$ cat src/rtl/strength_net_resolver.sv
// strength_net_resolver
// Registered resolver for a net with several drivers. Each driver port keeps a
// latched (value, strength) pair. Every edge the block resolves those pairs to
// one net value using IEEE 1800 strength rules. When every driver lets go, the
// net keeps its last value as stored charge and floats after a timed decay.
//
// Strobe semantics: drv_we[i] and drv_rel[i] are single-cycle strobes sampled
// on the rising edge. Every strobe is accepted (no ready, no backpressure).
// If drv_we[i] and drv_rel[i] are high together, drv_we[i] wins. A strobe at
// edge t reaches the outputs at edge t+1.
//
// Net mode is visible on the outputs:
//   o_z=1                 floating
//   o_charged=1           holding charge
//   o_z=0, o_charged=0    driven
module strength_net_resolver #(
  parameter int N_DRV        = 3,
  parameter int DECAY_CYCLES = 16,
  parameter int CHARGE_STR   = 2
) (
  input  logic                 clk,
  input  logic                 rst_n,
  input  logic [N_DRV-1:0]     drv_we,
  input  logic [N_DRV-1:0]     drv_rel,
  input  logic [N_DRV-1:0]     drv_val,
  input  logic [3*N_DRV-1:0]   drv_str,
  output logic                 o_val,
  output logic                 o_x,
  output logic                 o_z,
  output logic [2:0]           o_str,
  output logic                 o_charged,
  output logic [7:0]           conflict_cnt
);

  // Decay counter width. It only has to hold DECAY_CYCLES-1.
  localparam int CW = (DECAY_CYCLES > 1) ? $clog2(DECAY_CYCLES) : 1;
  localparam logic [CW-1:0] DECAY_LOAD =
    (DECAY_CYCLES > 0) ? CW'(DECAY_CYCLES - 1) : '0;
  localparam logic [2:0] CHARGE_S = 3'(CHARGE_STR);

  // Stage 1 driver registers
  logic [N_DRV-1:0] val_q;
  logic [2:0]       str_q [N_DRV];

  // Resolution terms
  logic [2:0] s_max;
  logic       has0;
  logic       has1;

  // Decay counter and next-state values
  logic [CW-1:0] dcnt_q;
  logic [CW-1:0] nxt_dcnt;
  logic          nxt_val;
  logic          nxt_x;
  logic          nxt_z;
  logic [2:0]    nxt_str;
  logic          nxt_chg;
  logic [7:0]    nxt_cc;
  logic          conflict_entry;

  // Stage 1: latch value and strength per driver. A write beats a release,
  // and a write of strength 0 lands as a release.
  always_ff @(posedge clk or negedge rst_n) begin
    if (!rst_n) begin
      val_q <= '0;
      for (int i = 0; i < N_DRV; i++) begin
        str_q[i] <= 3'd0;
      end
    end else begin
      for (int i = 0; i < N_DRV; i++) begin
        if (drv_we[i]) begin
          val_q[i] <= drv_val[i];
          str_q[i] <= drv_str[3*i +: 3];
        end else if (drv_rel[i]) begin
          str_q[i] <= 3'd0;
        end
      end
    end
  end

  // Find the strongest strength.
  // Then find which logic values are present at that strength.
  always_comb begin
    s_max = 3'd0;
    has0  = 1'b0;
    has1  = 1'b0;
    for (int i = 0; i < N_DRV; i++) begin
      if (str_q[i] > s_max) begin
        s_max = str_q[i];
      end
    end
    for (int i = 0; i < N_DRV; i++) begin
      if ((s_max != 3'd0) && (str_q[i] == s_max)) begin
        if (val_q[i]) begin
          has1 = 1'b1;
        end else begin
          has0 = 1'b0 | 1'b1;
        end
      end
    end
  end

  // Next output state.
  // Cases: driven resolution, charge entry, charge decay, or float.
  always_comb begin
    nxt_val  = o_val;
    nxt_x    = o_x;
    nxt_z    = o_z;
    nxt_str  = o_str;
    nxt_chg  = o_charged;
    nxt_dcnt = dcnt_q;
    if (s_max != 3'd0) begin
      // At least one driver is active. Drivers weaker than s_max are ignored.
      nxt_x    = has0 & has1;
      nxt_val  = has1 & ~has0;
      nxt_str  = s_max;
      nxt_z    = 1'b0;
      nxt_chg  = 1'b0;
      nxt_dcnt = '0;
    end else if (o_charged) begin
      if (dcnt_q == '0) begin
        nxt_z    = 1'b1;
        nxt_chg  = 1'b0;
        nxt_val  = 1'b0;
        nxt_x    = 1'b0;
        nxt_str  = 3'd0;
      end else begin
        nxt_dcnt = dcnt_q - 1'b1;
      end
    end else if (!o_z) begin
      // The net was driven and every driver has now let go.
      if (DECAY_CYCLES > 0) begin
        // Keep the last value (an X value stays X) and start the decay.
        nxt_chg  = 1'b1;
        nxt_str  = CHARGE_S;
        nxt_dcnt = DECAY_LOAD;
      end else begin
        nxt_z    = 1'b1;
        nxt_val  = 1'b0;
        nxt_x    = 1'b0;
        nxt_str  = 3'd0;
      end
    end
  end

  // A conflict is counted only when a driven resolution turns o_x from 0 to 1.
  // Holding the same conflict counts once, and charge never counts.
  always_comb begin
    conflict_entry = (s_max != 3'd0) && has0 && has1 && !o_x;
    nxt_cc         = conflict_cnt;
    if (conflict_entry && (conflict_cnt != 8'hFF)) begin
      nxt_cc = conflict_cnt + 8'd1;
    end
  end

  // Stage 2: output, decay counter and conflict counter registers
  always_ff @(posedge clk or negedge rst_n) begin
    if (!rst_n) begin
      o_val        <= 1'b0;
      o_x          <= 1'b0;
      o_z          <= 1'b1;
      o_str        <= 3'd0;
      o_charged    <= 1'b0;
      dcnt_q       <= '0;
      conflict_cnt <= 8'd0;
    end else begin
      o_val        <= nxt_val;
      o_x          <= nxt_x;
      o_z          <= nxt_z;
      o_str        <= nxt_str;
      o_charged    <= nxt_chg;
      dcnt_q       <= nxt_dcnt;
      conflict_cnt <= nxt_cc;
    end
  end

endmodule
$ cat config.mk
export PLATFORM = sky130hd
export DESIGN_NAME = strength_net_resolver
export DESIGN_NICKNAME = d
export VERILOG_FILES = /design/src/rtl/strength_net_resolver.sv
export SDC_FILE = /design/constraint.sdc
export NUM_CORES = 1
export LEC_CHECK = 0
export ABC_AREA = 1
export ABC_CLOCK_PERIOD_IN_PS = 4500
export BUFFER_PORTS_ARGS = -buffer_cell sky130_fd_sc_hd__buf_2
export CORE_UTILIZATION = 25
export CTS_CLUSTER_DIAMETER = 100
export CTS_CLUSTER_SIZE = 24
export DETAILED_ROUTE_END_ITERATION = 12
export HOLD_SLACK_MARGIN = 0.03
export SYNTH_ARGS = -nofsm -noshare
export SYNTH_HDL_FRONTEND = slang
export SYNTH_SLANG_ARGS = --single-unit
$ cat constraint.sdc
create_clock -name clk -period 4.5 [get_ports clk]
set_input_delay 0 -clock clk [delete_from_list [all_inputs] [get_ports clk]]
set_output_delay 0 -clock clk [all_outputs]
set_load 0.05 [all_outputs]
# Word-level counts from Yosys, hierarchy flattened
# Index checks and enable logic that the tools add are counted.
# op_classes
add_sub_neg	2
magnitude_cmp	3
n_eq_ne	7
n_mux	41
n_bitwise	3
n_reduce_logical	18
# op_table
operator	n
$mux 3	13
$mux 1	24
$mux 4	4
$reduce_bool 2->1	5
$eq 3x3->1	3
$add 8x1->8 const B	1
$ne 8x8->1 const B	1
$logic_and 1x1->1	7
$gt 3x3->1	2
$ne 3x1->1 const B	2
$reduce_and 2->1	3
$logic_not 4->1	1
$sub 4x1->4 const B	1
$gt 3x1->1 const B	1
$ne 3x3->1 const B	1
$reduce_bool 3->1	1
$and 1x1->1	2
$logic_not 1->1	1
$not 1->1	1
# totals
ff_bits	31
input_bits	20
out_inout_bits	15
word_cells	87

# Depth between registers and ports, before layout
# logic_depth
depth_word	17
ltp_mapped	24
depth_no_buf	24

# Least setup slack after synthesis
# No wires, ideal clock.
# synth_path
path_kind	register to register
start	reg str_q[8] (netlist name)
end	reg conflict_cnt[5]
setup_ns	0.120
arrival_ns	2.833
required_time_ns	4.380
slack_ns	1.547
path_stages_with_launch	22
n_path_buf	0
synth_period_minus_slack_ns	2.953
path_cell_list	dfrtp_1 inv_1 ha_1 a21oi_4 nand2_4 nand2_1 nand2_1 ha_1 nand2_1 nand2_1 nor2_4 inv_2 nand2_1 nand2_2 nand2_1 nand2_1 nor2_1 nand3_2 nand3_4 nand3_4 nand2_1 nand2_1
# synth_via
elab_chain_len	17
word_cells_on_any_way	27
# synth_lines
item	line	text
start: declaration	43	logic [2:0] str_q [N_DRV];
start signal: indexed assignment	73	str_q[i] <= drv_str[3*i +: 3];
$gt 3x1->1	88	if (str_q[i] > s_max) begin
$mux 3	88	
$gt 3x3->1	88	
$mux 3	88	
$gt 3x3->1	88	
$mux 3	88	
$eq 3x3->1 / $reduce_bool 3->1 (equally long branches)	93, 149	
$logic_and 1x1->1	93	if ((s_max != 3'd0) && (str_q[i] == s_max)) begin
$mux 1	93	
$mux 1	94	if (val_q[i]) begin
$mux 1	93	
$mux 1	94	
$mux 1	93	
$logic_and 1x1->1	149	conflict_entry = (s_max != 3'd0) && has0 && has1 && !o_x;
$logic_and 1x1->1 (*) (2 in a row)	149	
$logic_and 1x1->1 (*)	151	if (conflict_entry && (conflict_cnt != 8'hFF)) begin
end signal: assignment	173	conflict_cnt <= nxt_cc;
end: declaration	32	output logic [7:0] conflict_cnt
# Mark *: on every way between the ends. The rest lies on a longest branch, timed or not.
# A chain may end at the register's enable or synchronous reset.

# Worst setup path in the final report
# layout_path
start	reg str_q[8] (netlist name)
end	reg conflict_cnt[2]
# The elaborated chain is that of the path after synthesis.

==> flow_results.xml <==
<?xml version="1.0" encoding="UTF-8"?>
<metrics>
  <group name="clock_tree">
    <metric name="ctsRootBufferMaster" unit="">sky130_fd_sc_hd__clkbuf_8</metric>
    <metric name="clock_latency" unit="ns">0.28</metric>
    <metric name="cts_tree" unit="">built</metric>
    <metric name="cts-resized-gates" unit="">0</metric>
    <metric name="clock-sinks" unit="">31</metric>
    <metric name="clk_transition_reported_paths" unit="ns">0.07</metric>
    <metric name="tritoncts.num_buffers" unit="">5</metric>
    <metric name="h-tree-depth" unit="">2</metric>
    <metric name="cts.path.max_buffers" unit="">2</metric>
  </group>
  <group name="worst_setup_path">
    <metric name="critical_path.top_delay_family" unit="">simple AND/OR/NAND/NOR gates</metric>
    <metric name="timing.critical_path.arrival" unit="ns">3.58</metric>
    <metric name="cpMostUsedCell" unit="">sky130_fd_sc_hd__nand2_1</metric>
    <metric name="setup.worst_path.class" unit="">reg -&gt; reg</metric>
    <metric name="reg2reg_depth" unit="">21</metric>
    <metric name="cp_max_fo" unit="">11</metric>
    <metric name="crit_path_end_kind" unit="">flip-flop</metric>
    <metric name="rr_startpoint" unit="">str_q[8]$_DFFE_PN0P_</metric>
    <metric name="worst-r2r-setup-slack" unit="ns">1.10</metric>
    <metric name="timing.critical_path.slowest_stage_cell" unit="">sky130_fd_sc_hd__dfrtp_1</metric>
    <metric name="setup.worst_path.end" unit="">conflict_cnt[2]$_DFFE_PN0P_</metric>
    <metric name="crit_path_start" unit="">str_q[8]$_DFFE_PN0P_</metric>
    <metric name="timing.critical_path.cells" unit="">inv_1 -&gt; ha_1 -&gt; a21oi_4 -&gt; nand2_4 -&gt; nand2_1 -&gt; nand2_1 -&gt; ha_1 -&gt; nand2_1 -&gt; nand2_1 -&gt; nor2_4 -&gt; inv_2 -&gt; nand2_1 -&gt; nand2_2 -&gt; nand2_1 -&gt; nand2_1 -&gt; nor2_1 -&gt; nand3_1 -&gt; nand3_2 -&gt; nand3_4 -&gt; nand2_1 -&gt; nand2_1</metric>
    <metric name="timing.rr.end" unit="">conflict_cnt[2]$_DFFE_PN0P_</metric>
    <metric name="start_kind" unit="">flip-flop</metric>
    <metric name="crit_buf_inv" unit="">2</metric>
    <metric name="path_depth" unit="">21</metric>
    <metric name="timing.critical_path.required" unit="ns">4.67</metric>
    <metric name="max_stage_delay" unit="ns">0.40</metric>
  </group>
  <group name="power_and_ir_drop">
    <metric name="switching_share" unit="">0.474</metric>
    <metric name="maximum_vdd_drop" unit="uV">335</metric>
    <metric name="share_clk_of_total_power" unit="">0.200</metric>
    <metric name="internal-power" unit="mW">0.739</metric>
    <metric name="p_per_area" unit="mW/mm^2">513</metric>
    <metric name="power.static_leakage" unit="nW">1.35</metric>
    <metric name="power.combinational.fraction" unit="">0.518</metric>
    <metric name="sequentialPowerShare" unit="">0.281</metric>
    <metric name="p_switching" unit="mW">0.666</metric>
    <metric name="power_total" unit="mW">1.40</metric>
  </group>
  <group name="drt">
    <metric name="viasPerCell" unit="">4.56</metric>
    <metric name="via_count" unit="">1926</metric>
    <metric name="first_pass_iters" unit="">4</metric>
    <metric name="drt.antenna.violating_nets" unit="">0</metric>
    <metric name="dr_drc_count" unit="">0</metric>
    <metric name="drt_wl_total" unit="um">4910</metric>
    <metric name="drtIter0Drc" unit="">83</metric>
    <metric name="route.detailed.wl_per_inst" unit="um">11.6</metric>
  </group>
  <group name="min_path">
    <metric name="holdCritPathClass" unit="">in -&gt; reg</metric>
  </group>
  <group name="job">
    <metric name="maxCapViolations" unit="">0</metric>
  </group>
  <group name="synth">
    <metric name="syn-num-nets" unit="">280</metric>
    <metric name="yosysWarnings" unit="">0</metric>
    <metric name="postSynthCellCount" unit="">252</metric>
    <metric name="synthDominantAreaCellType" unit="">sky130_fd_sc_hd__dfrtp_1</metric>
    <metric name="ys_seq_area_frac" unit="">0.378</metric>
    <metric name="synth.avg_cell_area" unit="um^2">8.16</metric>
    <metric name="syn-cell-area" unit="mm^2">0.00206</metric>
    <metric name="synth-seq-cells" unit="">31</metric>
    <metric name="area_share_of_the_largest_cell_type_after_synthesis" unit="">0.365</metric>
    <metric name="synth_top_cells_by_area" unit="">sky130_fd_sc_hd__dfrtp_1, sky130_fd_sc_hd__nand2_1, sky130_fd_sc_hd__nand3_1, sky130_fd_sc_hd__inv_1, sky130_fd_sc_hd__ha_1</metric>
    <metric name="synth_cell_types" unit="">29</metric>
  </group>
  <group name="layout">
    <metric name="layout.cells.non_filler" unit="">422</metric>
    <metric name="register_area" unit="um^2">777</metric>
    <metric name="drive_gt1_frac" unit="">0.253</metric>
    <metric name="total_inserted_antenna_cells" unit="">0</metric>
    <metric name="finalNetCount" unit="">347</metric>
    <metric name="final_cell_area" unit="mm^2">0.00274</metric>
    <metric name="finish.utilization" unit="">0.349</metric>
    <metric name="layout.filler_cells" unit="">863</metric>
    <metric name="layout_commonest_cell" unit="">sky130_fd_sc_hd__nand2_1</metric>
    <metric name="multi_input_area" unit="mm^2">0.00115</metric>
    <metric name="area_growth_syn_to_layout" unit="%">33.1</metric>
    <metric name="final_cell_mix" unit="">sky130_fd_sc_hd__nand2_1, sky130_fd_sc_hd__buf_2, sky130_fd_sc_hd__dfrtp_1</metric>
  </group>
  <group name="sta">
    <metric name="worstMarginPinSlew" unit="ns">0.690</metric>
    <metric name="post-route-period-util" unit="">0.756</metric>
    <metric name="maxSlewViolCount" unit="">0</metric>
    <metric name="timing.final.hold_violations" unit="">0</metric>
    <metric name="slew_headroom" unit="">0.540</metric>
    <metric name="timing.final.crit_period" unit="ns">3.40</metric>
    <metric name="setup_total_negative_slack" unit="ns">0</metric>
    <metric name="smallest_setup_slack_after_layout" unit="ns">1.10</metric>
    <metric name="fin_worst_hold_slack" unit="ns">0.0278</metric>
    <metric name="timing.final.setup_violations" unit="">0</metric>
    <metric name="peak_freq" unit="MHz">294</metric>
    <metric name="final_worst_clock_skew" unit="ns">0.0131</metric>
    <metric name="rsz0062_at_grt" unit="">no</metric>
  </group>
  <group name="global_routing">
    <metric name="first_pass_grt_wire_length" unit="um">8500</metric>
    <metric name="grt_overflow" unit="">0</metric>
    <metric name="via_count_of_the_first_global_routing_pass" unit="">1859</metric>
    <metric name="largest_net_degree_at_the_start_of_global_routing" unit="">32</metric>
    <metric name="gr-usage-all-layers" unit="">0.123</metric>
    <metric name="antenna_found_initial" unit="">0</metric>
  </group>
  <group name="die">
    <metric name="initial_core_util" unit="">0.262</metric>
    <metric name="die_width" unit="um">92.7</metric>
    <metric name="rows" unit="">32</metric>
    <metric name="coreArea" unit="mm^2">0.00785</metric>
    <metric name="io_pins" unit="">35</metric>
    <metric name="design.die.area" unit="mm^2">0.00859</metric>
    <metric name="die_h" unit="um">92.7</metric>
  </group>
  <group name="placement">
    <metric name="place_inst" unit="">386</metric>
    <metric name="globalplace.congestion" unit="">0.899</metric>
    <metric name="preCtsSetupSlack" unit="ns">1.12</metric>
    <metric name="place.detailed.hpwl" unit="um">3730</metric>
    <metric name="io_buffers" unit="">34</metric>
    <metric name="dpl-instance-area" unit="mm^2">0.00234</metric>
  </group>
  <group name="outcome">
    <metric name="status" unit="">complete, no violations</metric>
  </group>
</metrics>
-- cells in the mapped netlist (all sizes together) --
| library cell | instances |
|---|---|
| a41oi | 1 |
| nor4 | 1 |
| nor3 | 2 |
| ha | 8 |
| o211ai | 1 |
| o22ai | 1 |
| nand2 | 73 |
| a21oi | 2 |
| dfstp | 1 |
| or2 | 3 |
| a31oi | 2 |
| inv | 30 |
| nor2 | 12 |
| nand4 | 14 |
| nand3 | 42 |
| dfrtp | 30 |
| buf | 1 |
| xnor2 | 2 |
| o21ai | 20 |
| xor2 | 5 |
| clkbuf | 1 |
-- cell type report --
cell class                      instances  share of cell area
Sequential cell                        31               0.284
Inverter                               30              0.0411
Multi-Input combinational cell        189               0.421
Timing Repair Buffer                   62               0.165
Tap cell                              102              0.0466
Clock inverter                          2              0.0128
Clock buffer                            6              0.0302
-- power by group through the flow --
| stage | Combinational (mW) | Clock (mW) | Sequential, mW |
|---|---|---|---|
| global placement | 0.693 | 0 | 0.400 |
| finish | 0.728 | 0.281 | 0.395 |
| floorplan | 0.432 | 0 | 0.526 |
| CTS | 0.730 | 0.289 | 0.395 |
| global route | 0.809 | 0.301 | 0.405 |
| detailed placement | 0.705 | 0 | 0.400 |
-- metal layers --
metal,GRT usage,part of all wire
met2,0.190,0.43
met3,0.0279,0.046
met4,0.0231,0.0045
met1,0.175,0.52
met5,0,0
-- registers in the layout, indices dropped and copies added (netlist names) --
name,cells
str_q,9
conflict_cnt,8
dcnt_q,4
o_str,3
val_q,3
o_charged,1
o_val,1
o_x,1
o_z,1
-- timing repair --
action / CTS / global route
hold buffers: 28 / 0
endpoints found under the hold margin: 42 / 0
buffers inserted: 0 / 0
-- worst min path at each step --
stage | start | endpoint | slack, ns | cells past startpoint
floorplan | rst_n | conflict_cnt[0]$_DFFE_PN0P_ | -0.30 | 0
finish | drv_we[2] | str_q[1]$_DFFE_PN0P_ | 0.03 | 3
detailed placement | rst_n | dcnt_q[3]$_DFFE_PN0P_ | 0.09 | 1
CTS | drv_rel[2] | str_q[0]$_DFFE_PN0P_ | 0.03 | 3
global placement | rst_n | dcnt_q[3]$_DFFE_PN0P_ | 0.09 | 1
global route | drv_rel[2] | str_q[2]$_DFFE_PN0P_ | 0.04 | 3
-- worst reg2reg max path, stage by stage, from the launching register on --
cell                      delay [ns]
sky130_fd_sc_hd__dfrtp_1        0.40
sky130_fd_sc_hd__inv_1          0.13
sky130_fd_sc_hd__ha_1           0.33
sky130_fd_sc_hd__a21oi_4        0.20
sky130_fd_sc_hd__nand2_4        0.10
sky130_fd_sc_hd__nand2_1        0.11
sky130_fd_sc_hd__nand2_1        0.08
sky130_fd_sc_hd__ha_1           0.31
sky130_fd_sc_hd__nand2_1        0.08
sky130_fd_sc_hd__nand2_1        0.08
sky130_fd_sc_hd__nor2_4         0.18
sky130_fd_sc_hd__inv_2          0.10
sky130_fd_sc_hd__nand2_1        0.13
sky130_fd_sc_hd__nand2_2        0.12
sky130_fd_sc_hd__nand2_1        0.08
sky130_fd_sc_hd__nand2_1        0.06
sky130_fd_sc_hd__nor2_1         0.18
sky130_fd_sc_hd__nand3_1        0.11
sky130_fd_sc_hd__nand3_2        0.22
sky130_fd_sc_hd__nand3_4        0.15
sky130_fd_sc_hd__nand2_1        0.10
sky130_fd_sc_hd__nand2_1        0.05
-- kinds of logic (layout without fill, tap and decap cells) --
family,count (synthesis),count (layout),synth area share
and+or+nand+nor,147,147,0.402
buffers and inverters,32,100,0.0620
DFF,31,31,0.378
AOI/OAI and AO/OA,27,27,0.0797
adders and majority gates,8,8,0.0487
xor gates and xnor gates,7,7,0.0298
No activity file was read; power rests on OpenSTA's default activity.
